`config.mk`:
```
export PLATFORM = sky130hd
export DESIGN_NAME = tc_uart_io
export DESIGN_NICKNAME = d
export VERILOG_FILES = /design/src/rtl/tc_io_pkg.sv /design/src/rtl/tc_io_fifo.sv /design/src/rtl/tc_uart_io.sv
export SDC_FILE = /design/constraint.sdc
export NUM_CORES = 1
export LEC_CHECK = 0
export BUFFER_PORTS_ARGS = -buffer_cell sky130_fd_sc_hd__buf_2
export CAP_MARGIN = 15
export CORE_UTILIZATION = 62
export DETAILED_ROUTE_END_ITERATION = 8
export PLACE_DENSITY = 0.85
export SLEW_MARGIN = 15
export SYNTH_ARGS = -nofsm -noshare
export SYNTH_HDL_FRONTEND = slang
export SYNTH_SLANG_ARGS = --single-unit
```
`constraint.sdc`:
```
create_clock -name Ph0 -period 3.2 [get_ports Ph0]
set_input_delay 0.48 -clock Ph0 [delete_from_list [all_inputs] [get_ports Ph0]]
set_output_delay 0.48 -clock Ph0 [all_outputs]
set_load 0.02 [all_outputs]
```
`src/rtl/tc_io_pkg.sv`:
```
// ---------------------------------------------------------------------------
// tc_io_pkg
// Shared definitions for the TinyComp UART I/O responder:
//   - TX / RX engine state encodings (2 bits each)
//   - bit positions of the status flags inside the InData word
//   - default baud divider (50 MHz / 115200)
//   - debug snapshot struct exposing both engine states
//   - helper that assembles the InData word from its fields
// ---------------------------------------------------------------------------
package tc_io_pkg;

    typedef enum logic [1:0] {
        TX_IDLE  = 2'd0,
        TX_START = 2'd1,
        TX_DATA  = 2'd2,
        TX_STOP  = 2'd3
    } tx_state_t;

    typedef enum logic [1:0] {
        RX_IDLE  = 2'd0,
        RX_START = 2'd1,
        RX_DATA  = 2'd2,
        RX_STOP  = 2'd3
    } rx_state_t;

    localparam int RXVALID  = 8;
    localparam int FRAMEERR = 29;
    localparam int TXFULL   = 30;
    localparam int RXOVR    = 31;

    localparam int CLK_DIV_DEFAULT = 434;

    // Snapshot of both engines, for checkers bound onto the top level.
    typedef struct packed {
        tx_state_t  tx_state;
        logic [2:0] tx_bit;
        rx_state_t  rx_state;
        logic [2:0] rx_bit;
        logic       rx_wait_high;
    } tc_io_dbg_t;

    // InData layout: [7:0] byte, [8] valid, [29] frame error,
    // [30] TX FIFO full, [31] overrun (sign bit, so software can skip on it).
    function automatic logic [31:0] pack_in_data(
        input logic [7:0] rx_byte,
        input logic       rx_valid,
        input logic       frame_err,
        input logic       tx_full,
        input logic       rx_ovr
    );
        logic [31:0] w;
        w           = '0;
        w[7:0]      = rx_byte;
        w[RXVALID]  = rx_valid;
        w[FRAMEERR] = frame_err;
        w[TXFULL]   = tx_full;
        w[RXOVR]    = rx_ovr;
        return w;
    endfunction

endpackage

```
`src/rtl/tc_io_fifo.sv`:
```
// ---------------------------------------------------------------------------
// tc_io_fifo
// Small synchronous FIFO with same-cycle push and pop.
//   clk, rst_n       : clock, asynchronous active-low reset
//   push, push_data  : write request and data
//   pop, pop_data    : read request; pop_data shows the head (valid when !empty)
//   full, empty      : occupancy flags
//   count            : number of stored entries (0..Depth)
// A push while full is accepted only if a pop happens on the same edge;
// otherwise it is dropped. A pop while empty is ignored. Depth must be a
// power of two so the pointers wrap naturally.
// ---------------------------------------------------------------------------
module tc_io_fifo #(
    parameter int Depth = 4,
    parameter int Width = 8
) (
    input  logic                     clk,
    input  logic                     rst_n,
    input  logic                     push,
    input  logic [Width-1:0]         push_data,
    input  logic                     pop,
    output logic [Width-1:0]         pop_data,
    output logic                     full,
    output logic                     empty,
    output logic [$clog2(Depth):0]   count
);

    localparam int PW = $clog2(Depth);

    logic [Width-1:0] mem [Depth];
    logic [PW-1:0]    wr_ptr;
    logic [PW-1:0]    rd_ptr;
    logic             do_push;
    logic             do_pop;

    assign do_pop  = pop && !empty;
    assign do_push = push && (!full || do_pop);

    always_ff @(posedge clk or negedge rst_n) begin
        if (!rst_n) begin
            wr_ptr <= '0;
            rd_ptr <= '0;
            count  <= '0;
        end else begin
            if (do_push) wr_ptr <= wr_ptr + 1'b1;
            if (do_pop)  rd_ptr <= rd_ptr + 1'b1;
            case ({do_push, do_pop})
                2'b10:   count <= count + 1'b1;
                2'b01:   count <= count - 1'b1;
                default: ;
            endcase
        end
    end

    // Storage carries no reset; an entry is only read after it was written.
    always_ff @(posedge clk) begin
        if (do_push) mem[wr_ptr] <= push_data;
    end

    assign pop_data = mem[rd_ptr];
    assign full     = (count == (PW + 1)'(Depth));
    assign empty    = (count == '0);

endmodule

```
`src/rtl/tc_uart_io.sv`:
```
// ---------------------------------------------------------------------------
// tc_uart_io
// Responder end of the TinyComp I/O interface, bridged to an 8N1 UART.
//   Ph0        : system clock, all state changes on its rising edge
//   Reset      : asynchronous, active-low
//   OutStrobe  : processor Output this cycle; OutData[7:0] goes to the TX FIFO
//   OutData    : output word (bits [31:8] ignored)
//   InStrobe   : processor Input this cycle; clears RxValid/RxOvr/FrameErr
//   InData     : {RxOvr, TxFull, FrameErr, 20'b0, RxValid, RxByte}
//   InRdy      : a received byte is waiting (RxValid)
//   Txd        : UART transmit line, idle high
//   Rxd        : UART receive line, asynchronous to Ph0
//
// Handshake: a strobe is a single-cycle request that is always accepted; its
// effect lands on the Ph0 edge that ends the strobe cycle. There is no ready
// signal back to the processor: InRdy and InData[30] (TxFull) are status that
// software polls before strobing, and an Output into a full FIFO is dropped.
// ---------------------------------------------------------------------------
module tc_uart_io
    import tc_io_pkg::*;
#(
    parameter int ClkDiv  = CLK_DIV_DEFAULT,
    parameter int TxDepth = 4
) (
    input  logic        Ph0,
    input  logic        Reset,
    input  logic        OutStrobe,
    input  logic [31:0] OutData,
    input  logic        InStrobe,
    output logic [31:0] InData,
    output logic        InRdy,
    output logic        Txd,
    input  logic        Rxd
);

    localparam int BAUD_W = $clog2(ClkDiv);
    localparam logic [BAUD_W-1:0] BAUD_FULL = BAUD_W'(ClkDiv - 1);
    localparam logic [BAUD_W-1:0] BAUD_HALF = BAUD_W'(ClkDiv / 2 - 1);
    localparam int CNT_W = $clog2(TxDepth) + 1;

    // ---------------- TX FIFO ----------------
    logic             fifo_pop;
    logic             fifo_full;
    logic             fifo_empty;
    logic [7:0]       fifo_head;
    logic [CNT_W-1:0] fifo_count;

    tx_state_t        tx_state;
    logic [BAUD_W-1:0] tx_baud;
    logic [2:0]       tx_bit;
    logic [7:0]       tx_shift;
    logic             txd_q;

    // The head leaves the FIFO on the same edge the engine leaves IDLE.
    assign fifo_pop = (tx_state == TX_IDLE) && !fifo_empty;

    tc_io_fifo #(
        .Depth (TxDepth),
        .Width (8)
    ) u_tx_fifo (
        .clk       (Ph0),
        .rst_n     (Reset),
        .push      (OutStrobe),
        .push_data (OutData[7:0]),
        .pop       (fifo_pop),
        .pop_data  (fifo_head),
        .full      (fifo_full),
        .empty     (fifo_empty),
        .count     (fifo_count)
    );

    // ---------------- TX engine ----------------
    // Txd is registered from the current state, so the line lags the state by
    // one cycle: start bit appears two edges after the push into an empty FIFO.
    always_ff @(posedge Ph0 or negedge Reset) begin
        if (!Reset) begin
            tx_state <= TX_IDLE;
            tx_baud  <= '0;
            tx_bit   <= '0;
            tx_shift <= '0;
            txd_q    <= 1'b1;
        end else begin
            case (tx_state)
                TX_START: txd_q <= 1'b0;
                TX_DATA:  txd_q <= tx_shift[0];
                default:  txd_q <= 1'b1;
            endcase

            case (tx_state)
                TX_IDLE: begin
                    if (!fifo_empty) begin
                        tx_shift <= fifo_head;
                        tx_baud  <= BAUD_FULL;
                        tx_bit   <= '0;
                        tx_state <= TX_START;
                    end
                end
                TX_START: begin
                    if (tx_baud == '0) begin
                        tx_baud  <= BAUD_FULL;
                        tx_state <= TX_DATA;
                    end else begin
                        tx_baud <= tx_baud - 1'b1;
                    end
                end
                TX_DATA: begin
                    if (tx_baud == '0) begin
                        tx_baud  <= BAUD_FULL;
                        tx_shift <= {1'b0, tx_shift[7:1]};
                        tx_bit   <= tx_bit + 1'b1;
                        if (tx_bit == 3'd7) tx_state <= TX_STOP;
                    end else begin
                        tx_baud <= tx_baud - 1'b1;
                    end
                end
                TX_STOP: begin
                    if (tx_baud == '0) tx_state <= TX_IDLE;
                    else               tx_baud  <= tx_baud - 1'b1;
                end
                default: tx_state <= TX_IDLE;
            endcase
        end
    end

    // ---------------- RX engine ----------------
    logic              rx_s1;
    logic              rx_s2;
    rx_state_t         rx_state;
    logic [BAUD_W-1:0] rx_baud;
    logic [2:0]        rx_bit;
    logic [7:0]        rx_shift;
    logic              rx_wait_high;
    logic              rx_tick;
    logic              rx_done;
    logic              rx_bad;

    logic [7:0]        rx_byte;
    logic              rx_valid;
    logic              rx_ovr;
    logic              frame_err;

    assign rx_tick = (rx_baud == '0);
    // Stop-bit sample point: good frame or framing error.
    assign rx_done = (rx_state == RX_STOP) && !rx_wait_high && rx_tick &&  rx_s2;
    assign rx_bad  = (rx_state == RX_STOP) && !rx_wait_high && rx_tick && !rx_s2;

    always_ff @(posedge Ph0 or negedge Reset) begin
        if (!Reset) begin
            rx_s1        <= 1'b1;
            rx_s2        <= 1'b1;
            rx_state     <= RX_IDLE;
            rx_baud      <= '0;
            rx_bit       <= '0;
            rx_shift     <= '0;
            rx_wait_high <= 1'b0;
        end else begin
            rx_s1 <= Rxd;
            rx_s2 <= rx_s1;
            case (rx_state)
                RX_IDLE: begin
                    if (!rx_s2) begin
                        rx_baud  <= BAUD_HALF;
                        rx_state <= RX_START;
                    end
                end
                RX_START: begin
                    // Mid-start-bit check rejects short low glitches.
                    if (rx_tick) begin
                        if (rx_s2) begin
                            rx_state <= RX_IDLE;
                        end else begin
                            rx_baud  <= BAUD_FULL;
                            rx_bit   <= '0;
                            rx_state <= RX_DATA;
                        end
                    end else begin
                        rx_baud <= rx_baud - 1'b1;
                    end
                end
                RX_DATA: begin
                    if (rx_tick) begin
                        rx_shift <= {rx_s2, rx_shift[7:1]};
                        rx_baud  <= BAUD_FULL;
                        rx_bit   <= rx_bit + 1'b1;
                        if (rx_bit == 3'd7) rx_state <= RX_STOP;
                    end else begin
                        rx_baud <= rx_baud - 1'b1;
                    end
                end
                RX_STOP: begin
                    // After a framing error, hold here until the line returns
                    // high so a break is not taken as a new start bit.
                    if (rx_wait_high) begin
                        if (rx_s2) begin
                            rx_wait_high <= 1'b0;
                            rx_state     <= RX_IDLE;
                        end
                    end else if (rx_tick) begin
                        if (rx_s2) rx_state     <= RX_IDLE;
                        else       rx_wait_high <= 1'b1;
                    end else begin
                        rx_baud <= rx_baud - 1'b1;
                    end
                end
                default: rx_state <= RX_IDLE;
            endcase
        end
    end

    // Holding register and sticky flags. A completing byte beats a same-edge
    // InStrobe; overrun is only flagged when the old byte was not read.
    always_ff @(posedge Ph0 or negedge Reset) begin
        if (!Reset) begin
            rx_byte   <= '0;
            rx_valid  <= 1'b0;
            rx_ovr    <= 1'b0;
            frame_err <= 1'b0;
        end else begin
            if (rx_done) begin
                rx_byte  <= rx_shift;
                rx_valid <= 1'b1;
            end else if (InStrobe) begin
                rx_valid <= 1'b0;
            end

            if (rx_done && rx_valid && !InStrobe) rx_ovr <= 1'b1;
            else if (InStrobe)                    rx_ovr <= 1'b0;

            if (rx_bad)        frame_err <= 1'b1;
            else if (InStrobe) frame_err <= 1'b0;
        end
    end

    // ---------------- outputs ----------------
    assign InData = pack_in_data(rx_byte, rx_valid, frame_err, fifo_full, rx_ovr);
    assign InRdy  = rx_valid;
    assign Txd    = txd_q;

    tc_io_dbg_t fsm_dbg_unused;
    assign fsm_dbg_unused = '{
        tx_state:     tx_state,
        tx_bit:       tx_bit,
        rx_state:     rx_state,
        rx_bit:       rx_bit,
        rx_wait_high: rx_wait_high
    };

    logic unused_inputs;
    assign unused_inputs = ^{OutData[31:8], fifo_count};

endmodule

```
==> results.py, run 1 <==
metrics = {
    "status": {
        "run_status": "finished clean",
    },
    "setup_path": {
        "arrival_ns": 2.70,
        "startpoint_type": "register",
        "max_stage_delay_ns": 0.68,
        "cp.depth": 5,
        "reg2reg_from": "rx_baud[0]$_DFFE_PN0P_",
        "r2r_setup_slack_ns": 0.75,
        "crit_slowest_cell": "or4b_1",
        "crit_path_cell_trace": "inv_1 > ha_1 > or4b_1 > nor3_4 > mux2_2",
        "timing.rr.end": "rx_byte[5]$_DFFE_PN0P_",
        "crit_path_end_kind": "register",
        "path_buf_inv": 1,
        "endpoint": "rx_byte[5]$_DFFE_PN0P_",
        "worstRegToRegCells": 5,
        "worstSetupPathType": "reg2reg",
        "path_max_fanout": 9,
        "critPathTopFamily": "simple AND/OR/NAND/NOR gates",
        "cp.required_ns": 3.45,
        "critical_path.startpoint": "rx_baud[0]$_DFFE_PN0P_",
    },
    "job": {
        "max-cap-violations": 0,
    },
    "synth": {
        "yosysSeqAreaShare": 0.521,
        "async_flop_share": 0.673,
        "synth_area_leaders": "dfrtp_1, edfxtp_1, mux2_2, ha_1, buf_4",
        "synth_cell_type_count": 74,
        "synth-edff-count": 32,
        "ys_ff_latch": 98,
        "synth.cell_area_sq_um": 5020,
        "yosys_warnings": 0,
        "syn_area_per_cell_sq_um": 12.3,
        "synth_ff_type": "dfrtp_1",
        "yosys.area.top_type_share": 0.314,
        "synthMostInstantiatedCell": "dfrtp_1",
        "yosys.area.top_type": "dfrtp_1",
        "ys_top_cells_by_count": "dfrtp_1, edfxtp_1, nand2_1",
        "syn_inst": 409,
    },
    "floorplanning": {
        "start_util": 0.646,
        "die-area_sq_um": 8460,
        "num_rows": 32,
        "boundaryPins": 71,
        "dieHeight_um": 92.0,
        "core-area_sq_um": 7770,
        "die_w_um": 92.0,
    },
    "finish": {
        "design_area_sq_um": 5300,
        "antenna_cells": 0,
        "final_cells": 535,
        "nNetsFinal": 487,
        "area_delta_synth_final_pct": 5.58,
        "n_fill_cell": 545,
        "drive_above_1_share": 0.226,
    },
    "grt": {
        "grt_max_degree": 67,
        "grt_overflow": 0,
        "grt_pass1_vias": 3135,
        "grt_pass1_wl_um": 14400,
        "antenna_found_initial": 0,
        "grt_util_all_layers": 0.216,
    },
    "detailed_routing": {
        "postRouteAntennaNets": 0,
        "drt_iter0_drc": 202,
        "drc_errors": 0,
        "wl_um": 8390,
        "drt_first_pass_iters": 4,
        "viasPerCell": 5.93,
        "wire_per_inst_um": 15.7,
        "num_vias": 3171,
    },
    "sta": {
        "setup_viol": 0,
        "fin_crit_ns": 2.45,
        "slew_headroom": 0.449,
        "finalMaxSlewViolations": 0,
        "fmax_ghz": 0.409,
        "worst_pin_slew_ns": 0.827,
        "final_hold_viol_count": 0,
        "finalWorstSetupSlack_ns": 0.754,
        "rsz0062_at_grt": "false",
        "fin_skew_ns": 0.0156,
        "fin_crit_sh": 0.764,
        "fin_setup_tns_ns": 0,
    },
    "placement": {
        "dp_hpwl_um": 5920,
        "port_buffers": 26,
        "gp_congestion": 0.828,
        "dpl_worst_slack_ns": 0.768,
        "placed_cells": 519,
        "placed_area_sq_um": 5110,
    },
    "clock_network": {
        "cts_buffer_depth": 2,
        "insertion_delay_ns": 0.36,
        "cts_root_buf": "clkbuf_8",
        "clk_pin_slew_ns": 0.10,
        "cts_hold_buf": 0,
        "htreeDepth": 3,
        "cts_buffers": 9,
        "clock-sinks": 98,
        "cts_resized": 0,
        "postCtsSetupBuffers": 0,
        "cts_tree": "built",
    },
    "hold_path": {
        "hold_path.class": "in2reg",
    },
    "power": {
        "p_leak_nw": 2.34,
        "power_density_nw_per_um2": 741,
        "peakVddDrop_v": 0.000522,
        "design_power_total_mw": 3.93,
    },
}
power breakdown:
group          internal [mW]  switching, mW
combinational          0.632          0.702
sequential              1.58          0.247
clock                  0.306          0.463
per-stage QoR:
stage	util	hold slack, ns
floorplan	-	0.184
global placement	0.657	0.346
detailed placement	0.657	0.355
CTS	0.683	0.196
global route	0.683	0.187
finish	0.683	0.211
final cells by class:
cell class	count	area [sq um]	share of cell area
Sequential cell	98	2620	0.494
Multi-Input combinational cell	269	2130	0.403
Timing Repair Buffer	28	145	0.0274
Tap cell	102	128	0.0241
Clock buffer	9	124	0.0234
Inverter	22	82.6	0.0156
Clock inverter	7	71.3	0.0135
logic make-up (layout without fill, tap and decap cells):
kind of cell               Yosys count  count (layout)  share of synthesized area
buffers and inverters               61              66                     0.0680
muxes                               39              39                      0.104
and+or+nand+nor                     96              96                      0.113
DFF                                 98              98                      0.521
adders and majority gates           22              22                     0.0563
AOI/OAI and AO/OA                   87              87                      0.127
xor gates and xnor gates             5               5                    0.00872
other                                1              20                   0.000747
cells in the final DEF, fill, tap and decap left out, types with 3 or more instances in the layout:
master	netlist	layout
dfrtp_1	63	63
edfxtp_1	32	32
nand2_1	29	29
mux2_2	27	27
buf_2	2	26
inv_1	22	22
ha_1	21	21
conb_1	1	20
o21ai_0	18	18
nor2_1	14	14
a21oi_1	10	10
clkbuf_8	0	9
mux4_2	8	8
nor3_1	8	8
a22o_1	8	8
or3_1	6	6
and2_1	5	5
a31oi_1	5	5
a221oi_1	5	5
nor3b_1	4	4
nor4_1	4	4
o31ai_1	4	4
mux2i_1	4	4
xnor2_1	4	4
o2bb2ai_1	4	4
o22ai_1	4	4
dfstp_2	3	3
or4_1	3	3
a22oi_1	3	3
metal layers:
metal,up-vias,share of wire,global-route usage
met5,-,0,0
met4,0,0.012,0.0716
met3,10,0.036,0.0439
met2,82,0.51,0.362
met1,1560,0.45,0.283
li1,1519,-,-
flip-flops by register name, indices dropped and copies added, names as in the netlist, 2 cells and up, named ones only:
register and cells:
u_tx_fifo.mem 32, rx_baud 9, tx_baud 9, rx_byte 8, rx_shift 8, tx_shift 8, rx_bit 3, tx_bit 3
u_tx_fifo.count 3, tx_state 2, u_tx_fifo.rd_ptr 2, u_tx_fifo.wr_ptr 2
how the worst min path moves through the flow:
stage,from,endpoint,slack (ns),cells after the start
2_1_floorplan,Reset,InRdy$_DFFE_PN0P_,0.18,0
3_3_place_gp,rx_s1$_DFF_PN1_,rx_s2$_DFF_PN1_,0.35,0
4_1_cts,Rxd,rx_s1$_DFF_PN1_,0.20,1
6_report,Rxd,rx_s1$_DFF_PN1_,0.21,1
5_1_grt,Rxd,rx_s1$_DFF_PN1_,0.19,1
3_5_place_dp,rx_s1$_DFF_PN1_,rx_s2$_DFF_PN1_,0.35,0
Note: power is estimated with default switching activity, not from simulation.
==> run 2, diff against run 1 <==
--- a/config.mk
+++ b/config.mk
@@ -7,9 +7,9 @@
 export LEC_CHECK = 0
 export BUFFER_PORTS_ARGS = -buffer_cell sky130_fd_sc_hd__buf_2
 export CAP_MARGIN = 15
-export CORE_UTILIZATION = 62
+export CORE_UTILIZATION = 52
 export DETAILED_ROUTE_END_ITERATION = 8
-export PLACE_DENSITY = 0.85
+export PLACE_DENSITY = 0.76
 export SLEW_MARGIN = 15
 export SYNTH_ARGS = -nofsm -noshare
 export SYNTH_HDL_FRONTEND = slang
==> constraint.sdc (replaced) <==
create_clock -name Ph0 -period 2.25 [get_ports Ph0]
set_input_delay 0.3375 -clock Ph0 [delete_from_list [all_inputs] [get_ports Ph0]]
set_output_delay 0.3375 -clock Ph0 [all_outputs]
set_load 0.02 [all_outputs]
==> results.py, run 2 (synthesis results as in run 1) <==
metrics = {
    "detailed_routing": {
        "viasPerCell": 5.61,
        "drt_first_pass_iters": 4,
        "drt_iter0_drc": 150,
        "num_vias": 3295,
        "postRouteAntennaNets": 0,
        "wl_um": 9060,
        "wire_per_inst_um": 15.4,
        "drc_errors": 0,
    },
    "finish": {
        "largest_reg_flops": 32,
        "drive_above_1_share": 0.275,
        "area_delta_synth_final_pct": 10.6,
        "final_cell_mix": "dfrtp_1, edfxtp_1, nand2_1",
        "seqCellArea_sq_um": 2620,
        "top_regs": "u_tx_fifo.mem x32, rx_baud x9, tx_baud x9",
        "nNetsFinal": 512,
        "final_common_cell": "dfrtp_1",
        "final_core_util": 0.598,
        "antenna_cells": 0,
        "top_register": "u_tx_fifo.mem",
        "design_area_sq_um": 5550,
        "multi_input_comb_area_sq_um": 2150,
        "n_fill_cell": 746,
    },
    "sta": {
        "fin_crit_ns": 2.14,
        "fin_setup_tns_ns": 0,
        "fin_crit_sh": 0.952,
        "fin_skew_ns": 0.0200,
        "finalMaxSlewViolations": 0,
        "fmax_ghz": 0.467,
        "finalWorstSetupSlack_ns": 0.108,
        "rsz0062_at_grt": "false",
        "slew_headroom": 0.618,
        "worst_pin_slew_ns": 0.568,
        "final_hold_viol_count": 0,
        "setup_viol": 0,
    },
    "power": {
        "seq_power_share": 0.443,
        "power_frac_clock": 0.185,
        "design_power_total_mw": 5.79,
        "p_sw_frac": 0.355,
        "power.internal_mw": 3.74,
        "p_comb_frac": 0.373,
        "power_density_nw_per_um2": 1040,
        "p_sw_mw": 2.05,
        "peakVddDrop_v": 0.000624,
        "p_leak_nw": 2.47,
    },
    "setup_path": {
        "arrival_ns": 2.40,
        "crit_slowest_cell": "dfrtp_1",
        "crit_path_cell_trace": "inv_1 > ha_1 > or4b_1 > buf_4 > nor3_4 > buf_12 > mux2_2",
        "worstSetupPathType": "reg2reg",
        "r2r_setup_slack_ns": 0.11,
        "max_stage_delay_ns": 0.44,
        "startpoint_type": "register",
        "path_max_fanout": 9,
        "crit_path_end_kind": "register",
        "cp.required_ns": 2.51,
    },
    "grt": {
        "grt_max_degree": 47,
        "grt_util_all_layers": 0.192,
        "grt_overflow": 0,
        "grt_pass1_vias": 3247,
        "antenna_found_initial": 0,
        "grt_pass1_wl_um": 15100,
    },
    "job": {
        "max-cap-violations": 0,
    },
    "clock_network": {
        "clock-sinks": 98,
        "clk_pin_slew_ns": 0.10,
        "cts_tree": "built",
        "cts_buffer_depth": 2,
        "insertion_delay_ns": 0.37,
        "cts_buffers": 9,
        "htreeDepth": 3,
        "cts_root_buf": "clkbuf_8",
    },
    "placement": {
        "port_buffers": 26,
        "dp_hpwl_um": 6510,
        "gp_congestion": 0.820,
        "placed_area_sq_um": 5320,
        "dpl_worst_slack_ns": 0.0537,
    },
    "floorplanning": {
        "start_util": 0.541,
        "die_w_um": 100,
        "core-area_sq_um": 9280,
        "num_rows": 35,
        "boundaryPins": 71,
        "dieHeight_um": 100,
        "die-area_sq_um": 10100,
    },
    "hold_path": {
        "hold_path.class": "in2reg",
    },
    "status": {
        "run_status": "finished clean",
    },
}
==> run 2: changes by cell type in the layout (fill, tap and decap cells not counted), moves of 2 or more <==
cell and delta:
inv_6 +3, buf_12 +2, buf_4 +22, and2_1 -3, and2_2 +3
==> run 2: worst paths after layout <==
path                       cells past startpoint                   start                endpoint
setup / recovery                               7  rx_baud[1]$_DFFE_PN0P_  rx_byte[2]$_DFFE_PN0P_
hold / removal                                 1                     Rxd         rx_s1$_DFF_PN1_
setup reg to reg                               7  rx_baud[1]$_DFFE_PN0P_  rx_byte[2]$_DFFE_PN0P_
hold reg to reg                                0         rx_s1$_DFF_PN1_         rx_s2$_DFF_PN1_
max in group asynchronous                      3                   Reset         rx_s2$_DFF_PN1_
min in group asynchronous                      2                   Reset  tx_baud[2]$_DFFE_PN0P_
==> run 2: per-layer routing <==
metal | part of all wire | wire, um | up-vias | GRT usage
met2 | 0.51 | 4600 | 85 | 0.313
met5 | 0 | 0 | - | 0
met3 | 0.038 | 342 | 11 | 0.0355
met4 | 0.012 | 109 | 0 | 0.0747
li1 | - | - | 1573 | -
met1 | 0.44 | 4010 | 1626 | 0.256
==> run 2: layout make-up <==
type,instances,area share
clock buffers,10,0.0230
clock inverters,6,0.00991
inverters,22,0.0149
multi-input cells,269,0.387
flip-flops and latches,98,0.471
well taps,129,0.0291
repair buffers,53,0.0649
==> run 2: power by group through the flow <==
stage	clock network (mW)	logic [mW]	registers [mW]
after CTS	1.10	2.11	2.56
after detailed placement	0	2.11	2.60
after global placement	0	2.01	2.56
final	1.07	2.16	2.56
after global routing	1.17	2.40	2.61
after floorplan	0	1.66	2.47
==> run 2: critical path, delay by kind of cell (launching register included) <==
| kind | cells | cell delay, ns |
|---|---|---|
| adders and majority gates | 1 | 0.18 |
| buffers and inverters | 3 | 0.44 |
| DFF | 1 | 0.44 |
| muxes | 1 | 0.33 |
| and+or+nand+nor | 2 | 0.64 |
==> run 2: what timing repair did <==
item                       in CTS  in global routing
hold buffers                    1                  0
setup buffers                   0                  4
hold endpoints to repair       20                  0
resized for setup               0                  6
setup endpoints to repair       0                 30
==> run 2: per-stage QoR <==
stage                     hold slack [ns]  cells
final                              0.0644    587
after global routing               0.0388    587
after CTS                          0.0477    583
after detailed placement            0.341    566
after global placement              0.339    566
after floorplan                    0.0419    428
==> run 3, diff against run 2 <==
--- a/config.mk
+++ b/config.mk
@@ -7,7 +7,9 @@
 export LEC_CHECK = 0
 export BUFFER_PORTS_ARGS = -buffer_cell sky130_fd_sc_hd__buf_2
 export CAP_MARGIN = 15
-export CORE_UTILIZATION = 52
+export CELL_PAD_IN_SITES_DETAIL_PLACEMENT = 0
+export CELL_PAD_IN_SITES_GLOBAL_PLACEMENT = 1
+export CORE_UTILIZATION = 42
 export DETAILED_ROUTE_END_ITERATION = 8
 export PLACE_DENSITY = 0.76
 export SLEW_MARGIN = 15
==> results.py, run 3 (synthesis results as in run 1) <==
metrics = {
    "status": {
        "run_status": "complete, but fails checks",
        "violations": "design-rule violations",
    },
    "clock_network": {
        "clk_pin_slew_ns": 0.07,
        "clock-sinks": 98,
        "htreeDepth": 3,
        "cts_buffers": 9,
        "cts_buffer_depth": 2,
        "insertion_delay_ns": 0.34,
        "cts_root_buf": "clkbuf_16",
        "postCtsSetupBuffers": 0,
        "cts_tree": "built",
    },
    "floorplanning": {
        "dieHeight_um": 111,
        "core-area_sq_um": 11500,
        "die_w_um": 111,
        "die-area_sq_um": 12400,
        "start_util": 0.436,
        "num_rows": 39,
        "boundaryPins": 71,
    },
    "finish": {
        "largest_reg_flops": 32,
        "top_register": "u_tx_fifo.mem",
        "area_delta_synth_final_pct": 13.8,
        "final_cell_mix": "dfrtp_1, edfxtp_1, nand2_1",
        "drive_above_1_share": 0.281,
        "nNetsFinal": 516,
        "design_area_sq_um": 5710,
        "antenna_cells": 0,
        "n_fill_cell": 1024,
        "final_common_cell": "dfrtp_1",
        "top_regs": "u_tx_fifo.mem x32, rx_baud x9, tx_baud x9",
    },
    "grt": {
        "antenna_found_initial": 0,
        "grt_overflow": 0,
        "grt_pass1_wl_um": 15200,
        "grt_util_all_layers": 0.154,
        "grt_max_degree": 34,
        "grt_pass1_vias": 3161,
    },
    "sta": {
        "finalMaxSlewViolations": 0,
        "fin_skew_ns": 0.00410,
        "slew_headroom": 0.639,
        "finalWorstSetupSlack_ns": 0.109,
        "holdWs_ns": 0.0888,
        "fin_crit_ns": 2.14,
        "final_hold_viol_count": 0,
        "fmax_ghz": 0.467,
        "worst_pin_slew_ns": 0.541,
        "fin_crit_sh": 0.952,
        "setup_viol": 0,
    },
    "setup_path": {
        "path_max_fanout": 5,
        "arrival_ns": 2.37,
        "max_stage_delay_ns": 0.50,
        "startpoint_type": "register",
        "crit_path_end_kind": "register",
        "cp.required_ns": 2.48,
        "reg2reg_from": "tx_baud[1]$_DFFE_PN0P_",
        "worstSetupPathType": "reg2reg",
        "critical_path.startpoint": "tx_baud[1]$_DFFE_PN0P_",
        "crit_slowest_cell": "or4b_4",
        "critPathTopFamily": "simple AND/OR/NAND/NOR gates",
        "path_buf_inv": 1,
        "crit_path_cell_trace": "inv_1 > ha_1 > or4b_4 > nor3_2 > o221a_2 > mux2_2",
    },
    "detailed_routing": {
        "postRouteAntennaNets": 0,
        "drt_iter0_drc": 153,
        "viasPerCell": 5.35,
        "num_vias": 3238,
        "wl_um": 9080,
        "wire_per_inst_um": 15.0,
        "drt_first_pass_iters": 6,
        "drc_errors": 9,
    },
    "placement": {
        "placed_area_sq_um": 5390,
        "dpl_worst_slack_ns": 0.0655,
        "dp_hpwl_um": 6480,
        "port_buffers": 26,
        "gp_congestion": 0.806,
    },
    "hold_path": {
        "hold_path.class": "in2reg",
        "hp-start": "Rxd",
    },
    "job": {
        "max-cap-violations": 0,
    },
    "power": {
        "power_density_nw_per_um2": 1090,
        "peakVddDrop_v": 0.000585,
        "p_leak_nw": 2.54,
    },
}
## run 3: report_power, final
| part | switching [mW] | leakage (nW) | internal, mW | total [mW] |
|---|---|---|---|---|
| Sequential | 0.292 | 1.14 | 2.25 | 2.54 |
| Clock | 0.680 | 0.148 | 0.870 | 1.55 |
| Combinational | 1.08 | 1.26 | 1.05 | 2.13 |
| Total | 2.05 | 2.54 | 4.17 | 6.22 |
## run 3: stage by stage
stage,power [mW],cells,TNS [ns],utilization
after detailed placement,4.72,588,0,0.468
after CTS,6.29,605,0,0.495
final,6.22,605,0,0.496
after global placement,4.64,588,0,0.468
after floorplan,4.13,428,0,-
after global routing,6.63,605,-0.00764,0.496
## run 3: timing repair
action | CTS | global route
endpoints found under the setup margin | 0 | 23
hold endpoints to repair | 19 | 0
gates resized for setup | 0 | 5
hold buffers | 1 | 0
## run 3: final timing paths
kind | endpoint | cells after the start | slack [ns]
min in group asynchronous | tx_baud[4]$_DFFE_PN0P_ | 2 | 0.51
setup / recovery | tx_state[1]$_DFFE_PN0P_ | 6 | 0.11
hold reg to reg | rx_s2$_DFF_PN1_ | 0 | 0.37
max in group asynchronous | rx_s2$_DFF_PN1_ | 3 | 1.06
setup reg to reg | tx_state[1]$_DFFE_PN0P_ | 6 | 0.11
hold / removal | rx_s1$_DFF_PN1_ | 1 | 0.09
## run 3: area by class of cell
cell class | count | area, sq um | area share
Clock inverter | 7 | 73.8 | 0.0129
Timing Repair Buffer | 57 | 390 | 0.0683
Multi-Input combinational cell | 269 | 2140 | 0.375
Tap cell | 143 | 179 | 0.0313
Clock buffer | 9 | 225 | 0.0394
Sequential cell | 98 | 2620 | 0.458
Inverter | 22 | 82.6 | 0.0145
## run 3: routing by layer
metal  global-route usage  part of all wire  wire length [um]  vias up
met2                0.259              0.49              4440       67
met5                    0                 0                 0        -
met3               0.0229             0.032               293       10
li1                     -                 -                 -     1570
met1                0.201              0.46              4200     1591
met4               0.0613             0.016               146        0
